==> config.mk <==
export PLATFORM = sky130hd
export DESIGN_NAME = fetch_stage
export DESIGN_NICKNAME = d
export VERILOG_FILES = /design/src/rtl/fetch_stage.sv
export SDC_FILE = /design/constraint.sdc
export NUM_CORES = 1
export LEC_CHECK = 0
export CORE_ASPECT_RATIO = 1.4
export CORE_MARGIN = 5
export CORE_UTILIZATION = 35
export CTS_BUF_LIST = sky130_fd_sc_hd__clkbuf_8
export CTS_CLUSTER_DIAMETER = 80
export DETAILED_ROUTE_END_ITERATION = 12
export PLACE_DENSITY_LB_ADDON = 0.3
export SYNTH_ARGS = -nofsm -noshare
export SYNTH_HDL_FRONTEND = slang
export SYNTH_SLANG_ARGS = --single-unit
==> constraint.sdc <==
create_clock -name clk -period 2.4 [get_ports clk]
set_input_delay 0.72 -clock clk [delete_from_list [all_inputs] [get_ports clk]]
set_output_delay 0.72 -clock clk [all_outputs]
set_load 0.02 [all_outputs]
==> src/rtl/fetch_stage.sv <==
// Instruction-fetch stage: owns the PC, drives instruction memory and loads the IF/ID
// register. It freezes on data hazards, inserts bubbles while a branch is pending and redirects on resolve.
module fetch_stage #(
    parameter logic [31:0] RESET_PC = 32'h0040_0000,
    parameter logic [31:0] NOP      = 32'h0000_0000
) (
    input  logic        clk,
    input  logic        reset_n,
    input  logic        IFstall,
    input  logic        IDstall,
    input  logic        br_resolve,
    input  logic        br_taken,
    input  logic [31:0] br_target,
    output logic [31:0] imem_addr,
    input  logic [31:0] imem_data,
    output logic [31:0] IDinstr,
    output logic [31:0] IDpc4,
    output logic        IDvalid,
    output logic [15:0] fetch_cnt,
    output logic [15:0] bubble_cnt
);

    // state  | meaning
    // S_RUN  | normal sequential fetch
    // S_WAIT | branch pending; PC held at fall-through, bubbles issued until resolve
    typedef enum logic {S_RUN, S_WAIT} state_t;

    state_t      state, state_nxt;
    logic [31:0] pc, pc_nxt, pc_plus4;
    logic        load_fetch, load_bubble;

    assign pc_plus4  = pc + 32'd4;
    assign imem_addr = pc;

    always_comb begin
        state_nxt   = state;
        pc_nxt      = pc;
        load_fetch  = 1'b0;
        load_bubble = 1'b0;
        if (br_resolve) begin
            state_nxt = S_RUN;
            if (br_taken) begin
                pc_nxt      = br_target & 32'hFFFF_FFFC;
                load_bubble = !IDstall;
            end else begin
                pc_nxt     = pc_plus4;
                load_fetch = !IDstall;
            end
        end else if (IDstall) begin
            state_nxt = state;
        end else if (IFstall) begin
            load_bubble = 1'b1;
            state_nxt   = S_WAIT;
        end else if (state == S_WAIT) begin
            // resolve still outstanding even after IFstall drops
            load_bubble = 1'b1;
        end else begin
            pc_nxt     = pc_plus4;
            load_fetch = 1'b1;
        end
    end

    always_ff @(posedge clk or negedge reset_n) begin
        if (!reset_n) begin
            state      <= S_RUN;
            pc         <= RESET_PC;
            IDinstr    <= NOP;
            IDpc4      <= 32'd0;
            IDvalid    <= 1'b0;
            fetch_cnt  <= 16'd0;
            bubble_cnt <= 16'd0;
        end else begin
            state <= state_nxt;
            pc    <= pc_nxt;
            if (load_fetch) begin
                IDinstr   <= imem_data;
                IDpc4     <= pc_plus4;
                IDvalid   <= 1'b1;
                fetch_cnt <= fetch_cnt + 16'd1;
            end else if (load_bubble) begin
                IDinstr <= NOP;
                IDpc4   <= 32'd0;
                IDvalid <= 1'b0;
                if (bubble_cnt != 16'hFFFF)
                    bubble_cnt <= bubble_cnt + 16'd1;
            end
        end
    end

endmodule

==> impl_metrics.py, run 1 <==
metrics = {
    "status": {
        "outcome": "completed",
    },
    "logic_synthesis": {
        "syn_area_um2": 6312,
        "seq_area_frac_synth": 0.5037,
        "synth_fa_ha_area_frac": 0.005946,
        "synth_compound_area_frac": 0.1792,
        "syn_inst": 609,
        "ys_warn_count": 0,
        "syn_area_per_cell_um2": 10.37,
        "async_flop_share": 1.000,
        "synthXorXnorAreaFrac": 0.05273,
        "synthSimpleGateAreaFrac": 0.1964,
        "ys_ff_latch": 127,
        "synthMuxAreaShare": 0.006739,
        "yosysUniqueCellTypes": 62,
        "synth_ff_type": "dfrtp_1",
        "synth-edff-count": 0,
        "synth_top_family_by_area": "simple AND/OR/NAND/NOR gates",
    },
    "clock_tree": {
        "cts_buffer_depth": 2,
        "htree_levels": 4,
        "ctsResizeCount": 3,
        "ctsHoldBuffers": 0,
        "post-cts-setup-buffer-count": 0,
        "clk_latency_ps": 450,
        "clock-sinks": 127,
        "clock-root-buffer": "clkbuf_8",
        "cts_tree": "yes",
        "clkSlewWorstSetupHoldPaths_ps": 80,
        "cts_made_buffers": 17,
    },
    "timing": {
        "worstMarginPinSlew_ps": 545.4,
        "hold_viol": 0,
        "setup_viol": 0,
        "skew_ps": 13.91,
        "fin_ws_ps": 61.91,
        "slew_viol_final": 0,
        "timing.fmax_mhz": 427.7,
        "fin_crit_ps": 2338,
        "rsz0062_at_grt": "no",
        "min_period_over_period": 0.9742,
        "max-slew-margin-rel": 0.6330,
    },
    "critical_path": {
        "cp_cell_sequence": "clkdlybuf4s50_1",
        "crit_buf_inv": 1,
        "startpoint_type": "flop",
        "critPathRequiredTime_ps": 1680,
        "arrival_ps": 1620,
        "cp_top_family": "buffers and inverters",
        "crit_type": "flop to primary output",
        "max_stage_delay_ps": 660,
        "critPathLaunch": "imem_addr[13]",
        "r2r-start": "imem_addr[3]",
        "worst-path-max-fanout": 6,
        "crit_slowest_cell": "clkdlybuf4s50_1",
        "cp-end-kind": "primary output",
    },
    "placed_design": {
        "port_buffers": 194,
        "placed_area_um2": 8761,
        "place_hpwl_um": 14430,
        "dp_slack_ps": -104.2,
        "routabilityCongestion": 0.8025,
    },
    "run": {
        "maxCapViolations": 0,
    },
    "layout": {
        "final_common_cell": "clkdlybuf4s50_1",
        "area_growth_pct": 45.41,
        "nets": 899,
        "fillers": 1686,
        "drive_above_1_share": 0.1347,
        "layout.cells.most_common_list": "clkdlybuf4s50_1 (185), dfrtp_1 (115), nand2_1 (62), nand3_1 (44), buf_4 (43)",
        "final_cell_area_um2": 9179,
    },
    "global_routing": {
        "first_global_vias": 5800,
        "antenna_found_initial": 2,
        "grt_overflow": 0,
        "grt_max_degree": 45,
        "grt_pass1_wl_um": 31290,
        "grt_usage": 0.1911,
    },
    "die": {
        "num_rows": 58,
        "die_width_um": 123.5,
        "die_h_um": 168.9,
        "fp.coreArea_um2": 17850,
        "io_pins": 199,
        "start_util": 0.3536,
        "die-area_um2": 20860,
    },
    "power": {
        "combPwrFrac": 0.323,
        "seqPwrFrac": 0.420,
        "p_sw_frac": 0.3574,
        "power.switching_w": 0.002502,
        "vdd.ir_drop.worst_v": 0.0004929,
        "p_leak_nw": 3.837,
        "internal_power_w": 0.004498,
        "cellPowerDensity_nw_per_um2": 762.7,
        "pwr-share-clk": 0.258,
    },
    "drt": {
        "vias": 5772,
        "maxUsedRoutingLayer": "met5",
        "viasPerCell": 5.340,
        "routed_wl_um": 19490,
        "drtIter0Drc": 268,
        "drcViolationCount": 0,
        "ant_nets": 0,
        "drtPass1Iterations": 4,
        "m1WireLength_um": 7778,
        "dr_wl_met2_um": 10140,
        "wl_met3_um": 1216,
        "wire_per_inst_um": 18.03,
    },
    "min_path": {
        "hold_path.class": "input port to asynchronous set/reset pin",
    },
}
layout make-up:
| cell class | count | area (um2) | share of cell area |
|---|---|---|---|
| Sequential cell | 127 | 3193 | 0.3479 |
| Multi-Input combinational cell | 428 | 2809 | 0.3060 |
| Timing Repair Buffer | 246 | 2464 | 0.2684 |
| Tap cell | 240 | 300.3 | 0.03272 |
| Clock buffer | 20 | 275.3 | 0.02999 |
| Clock inverter | 12 | 110.1 | 0.01200 |
| Inverter | 6 | 22.52 | 0.002454 |
| Antenna cell | 2 | 5.005 | 0.0005453 |
synthesized netlist by cell type, types with 4 or more instances:
cell type | n | area (um2)
a211o_1 | 4 | 35.03
clkbuf_1 | 27 | 101.4
buf_2 | 4 | 20.02
nor3_1 | 10 | 50.05
and3_1 | 13 | 81.33
a22o_1 | 36 | 315.3
dfrtp_1 | 126 | 3153
xnor2_1 | 20 | 175.2
and4_1 | 9 | 78.83
o211ai_1 | 27 | 202.7
or4_1 | 21 | 157.7
o22ai_1 | 6 | 37.54
nand3_1 | 44 | 220.2
nor2_1 | 15 | 56.30
inv_1 | 6 | 22.52
buf_6 | 6 | 67.56
clkbuf_8 | 7 | 96.34
a22oi_1 | 14 | 105.1
nand2_1 | 62 | 232.7
nand4_1 | 18 | 112.6
nor4_1 | 10 | 62.56
o21ai_0 | 26 | 130.1
a21oi_1 | 20 | 100.1
xor2_1 | 18 | 157.7
path summary, 6_finish.rpt:
check                      slack, ps             to  cells after the start
setup / recovery                  60  imem_addr[13]                      1
hold / removal                   140    IDinstr[28]                      1
setup reg to reg                 180  imem_addr[26]                      6
hold reg to reg                  480  fetch_cnt[15]                      1
max in group asynchronous       1620   imem_addr[4]                      2
min in group clk                 480  fetch_cnt[15]                      1
state kept, by name (all words and copies together), names as in the netlist:
register    cells
imem_addr      30
IDinstr        32
fetch_cnt      16
IDvalid         1
bubble_cnt     16
state           1
IDpc4          31
kinds of logic (layout without fill, tap and decap cells):
kind of cell,count (synthesis),after routing
multiplexers,4,4
buffers and inverters,55,284
other,1,4
flip-flops,127,127
AND/OR/NAND/NOR,224,224
adder cells (fa/ha/maj),3,3
XOR/XNOR,38,38
AO/OA/AOI/OAI,157,157
metrics by stage:
| step | utilization | setup TNS, ps | instances | hold WS (ps) | total power, W |
|---|---|---|---|---|---|
| 4_1_cts | 0.5124 | 0 | 1079 | 125.5 | 0.007071 |
| 3_5_place_dp | 0.4907 | -1982 | 1047 | 473.6 | 0.005242 |
| 5_1_grt | 0.5140 | 0 | 1080 | 124.5 | 0.007386 |
| 2_1_floorplan | - | 0 | 610 | 424.4 | 0.004068 |
| 6_report | 0.5142 | 0 | 1081 | 141.6 | 0.007000 |
| 3_3_place_gp | 0.4907 | -1987 | 1047 | 465.4 | 0.005215 |
power by group through the flow:
stage	clock network [W]	logic [W]	registers (W)
after floorplan	0	0.000853	0.00322
after global placement	0	0.00226	0.00296
after detailed placement	0	0.00228	0.00296
after CTS	0.00185	0.00229	0.00293
after global routing	0.00195	0.00243	0.00301
final	0.00180	0.00226	0.00294
per-layer routing:
metal | GRT usage | up-vias
met3 | 0.05582 | 24
met1 | 0.2305 | 2856
met5 | 0 | -
met2 | 0.3246 | 152
met4 | 0.06265 | 2
li1 | - | 2738
Note: power is estimated with default switching activity, not from simulation.
==> inputs of run 2 (changes only) <==
--- a/config.mk
+++ b/config.mk
@@ -6,7 +6,7 @@
 export NUM_CORES = 1
 export LEC_CHECK = 0
 export CORE_ASPECT_RATIO = 1.4
-export CORE_MARGIN = 5
+export CORE_MARGIN = 2
 export CORE_UTILIZATION = 35
 export CTS_BUF_LIST = sky130_fd_sc_hd__clkbuf_8
 export CTS_CLUSTER_DIAMETER = 80
==> impl_metrics.py, run 2 (synthesized netlist as in run 1, its figures left out) <==
metrics = {
    "die": {
        "fp.coreArea_um2": 17850,
        "num_rows": 58,
        "start_util": 0.3536,
        "io_pins": 199,
        "die_h_um": 162.9,
        "die_width_um": 117.5,
        "die-area_um2": 19140,
    },
    "drt": {
        "drcViolationCount": 0,
        "wire_per_inst_um": 17.32,
        "routed_wl_um": 18690,
        "vias": 5743,
        "drtIter0Drc": 319,
        "viasPerCell": 5.323,
        "drtPass1Iterations": 4,
        "ant_nets": 0,
    },
    "power": {
        "cellPowerDensity_nw_per_um2": 821.8,
        "p_leak_nw": 3.886,
        "vdd.ir_drop.worst_v": 0.0004346,
    },
    "placed_design": {
        "place_hpwl_um": 13360,
        "placedCellCount": 1047,
        "port_buffers": 194,
        "routabilityCongestion": 0.8274,
        "dp_slack_ps": -146.8,
    },
    "critical_path": {
        "cp_top_family": "buffers and inverters",
        "cp_cell_sequence": "buf_4, clkdlybuf4s50_1",
        "worst-path-max-fanout": 7,
        "max_stage_delay_ps": 600,
        "crit_slowest_cell": "clkdlybuf4s50_1",
        "crit_type": "flop to primary output",
        "critPathRequiredTime_ps": 1680,
        "arrival_ps": 1620,
        "startpoint_type": "flop",
        "crit_buf_inv": 2,
        "cp-end-kind": "primary output",
    },
    "layout": {
        "drive_above_1_share": 0.1335,
        "final_cells": 1079,
        "area_growth_pct": 46.76,
        "largest_reg_flops": 32,
        "diodes": 0,
        "top_register": "IDinstr",
        "layout.cells.most_common_list": "clkdlybuf4s50_1 (187), dfrtp_1 (116), nand2_1 (62), buf_4 (46), nand3_1 (44)",
        "nets": 899,
        "fillers": 1666,
        "final_common_cell": "clkdlybuf4s50_1",
    },
    "clock_tree": {
        "clock-sinks": 127,
        "cts_buffer_depth": 2,
        "cts_made_buffers": 17,
        "cts_tree": "yes",
        "htree_levels": 4,
        "post-cts-setup-buffer-count": 0,
        "clkSlewWorstSetupHoldPaths_ps": 80,
        "clock-root-buffer": "clkbuf_8",
        "clk_latency_ps": 450,
        "ctsHoldBuffers": 0,
    },
    "global_routing": {
        "grt_max_degree": 58,
        "grt_pass1_wl_um": 29630,
        "first_global_vias": 5683,
        "grt_overflow": 0,
        "grt_usage": 0.1950,
        "antenna_found_initial": 0,
    },
    "timing": {
        "fin_crit_ps": 2339,
        "skew_ps": 11.11,
        "fin_ws_ps": 60.70,
        "timing.fmax_mhz": 427.5,
        "max-slew-margin-rel": 0.5294,
        "setup_viol": 0,
        "worstMarginPinSlew_ps": 699.5,
        "slew_viol_final": 0,
        "min_period_over_period": 0.9747,
        "hold_viol": 0,
        "rsz0062_at_grt": "no",
    },
    "run": {
        "maxCapViolations": 0,
    },
    "min_path": {
        "hold_path.class": "input port to asynchronous set/reset pin",
    },
    "status": {
        "outcome": "completed",
    },
}
==> run 2: worst paths after layout <==
path | startpoint | end | slack [ps] | cells after the start
max reg2reg | imem_addr[3] | imem_addr[26] | 180 | 6
min | reset_n | IDinstr[6] | 130 | 1
max in group asynchronous | reset_n | imem_addr[22] | 1600 | 2
min reg2reg | fetch_cnt[12] | fetch_cnt[12] | 480 | 1
min in group clk | fetch_cnt[12] | fetch_cnt[12] | 480 | 1
max | imem_addr[5] | imem_addr[5] | 60 | 2
==> run 2: area by class of cell <==
type | instances | area (um2) | share of cell area
Sequential cell | 127 | 3192 | 0.3445
Multi-Input combinational cell | 428 | 2809 | 0.3032
Tap cell | 240 | 300.3 | 0.03241
Timing Repair Buffer | 246 | 2421 | 0.2613
Clock buffer | 19 | 261.5 | 0.02823
Inverter | 6 | 22.52 | 0.002431
Clock inverter | 13 | 257.7 | 0.02782
==> run 2: stage by stage <==
| step | total power, W | util | TNS (ps) | hold slack, ps | instance area (um2) |
|---|---|---|---|---|---|
| after global routing | 0.007985 | 0.5189 | 0 | 112.8 | 9264 |
| after CTS | 0.007681 | 0.5180 | 0 | 109.2 | 9248 |
| after global placement | 0.005206 | 0.4886 | -3150 | 464.0 | 8723 |
| after detailed placement | 0.005229 | 0.4886 | -3731 | 472.9 | 8723 |
| after floorplan | 0.004068 | - | 0 | 424.4 | 6316 |
| final | 0.007613 | 0.5189 | 0 | 130.7 | 9264 |
==> run 2: report_power, final <==
part | total [W] | internal [W] | switching, W
Clock | 0.00243 | 0.00151 | 0.000919
Sequential | 0.00292 | 0.00248 | 0.000446
Combinational | 0.00226 | 0.00112 | 0.00114
==> run 2: layer usage <==
metal / track usage / part of all wire / vias to the layer above
met2: 0.3278 / 0.51 / 158
li1: - / - / 2725
met3: 0.06127 / 0.055 / 30
met1: 0.2347 / 0.42 / 2830
met4: 0.07448 / 0.023 / 0
met5: 0 / 0 / -
==> run 2: timing repair <==
item | 4_1_cts | 5_1_grt
gates resized for setup | 6 | 9
endpoints found under the hold margin | 0 | 0
pin swaps | 0 | 0
setup endpoints to repair | 6 | 9
==> inputs of run 3 (changes only) <==
--- a/config.mk
+++ b/config.mk
@@ -9,7 +9,6 @@
 export CORE_MARGIN = 2
 export CORE_UTILIZATION = 35
 export CTS_BUF_LIST = sky130_fd_sc_hd__clkbuf_8
-export CTS_CLUSTER_DIAMETER = 80
 export DETAILED_ROUTE_END_ITERATION = 12
 export PLACE_DENSITY_LB_ADDON = 0.3
 export SYNTH_ARGS = -nofsm -noshare
==> results of run 3 <==
Same layout as run 2: the final DEF is identical, and so are final timing and power.
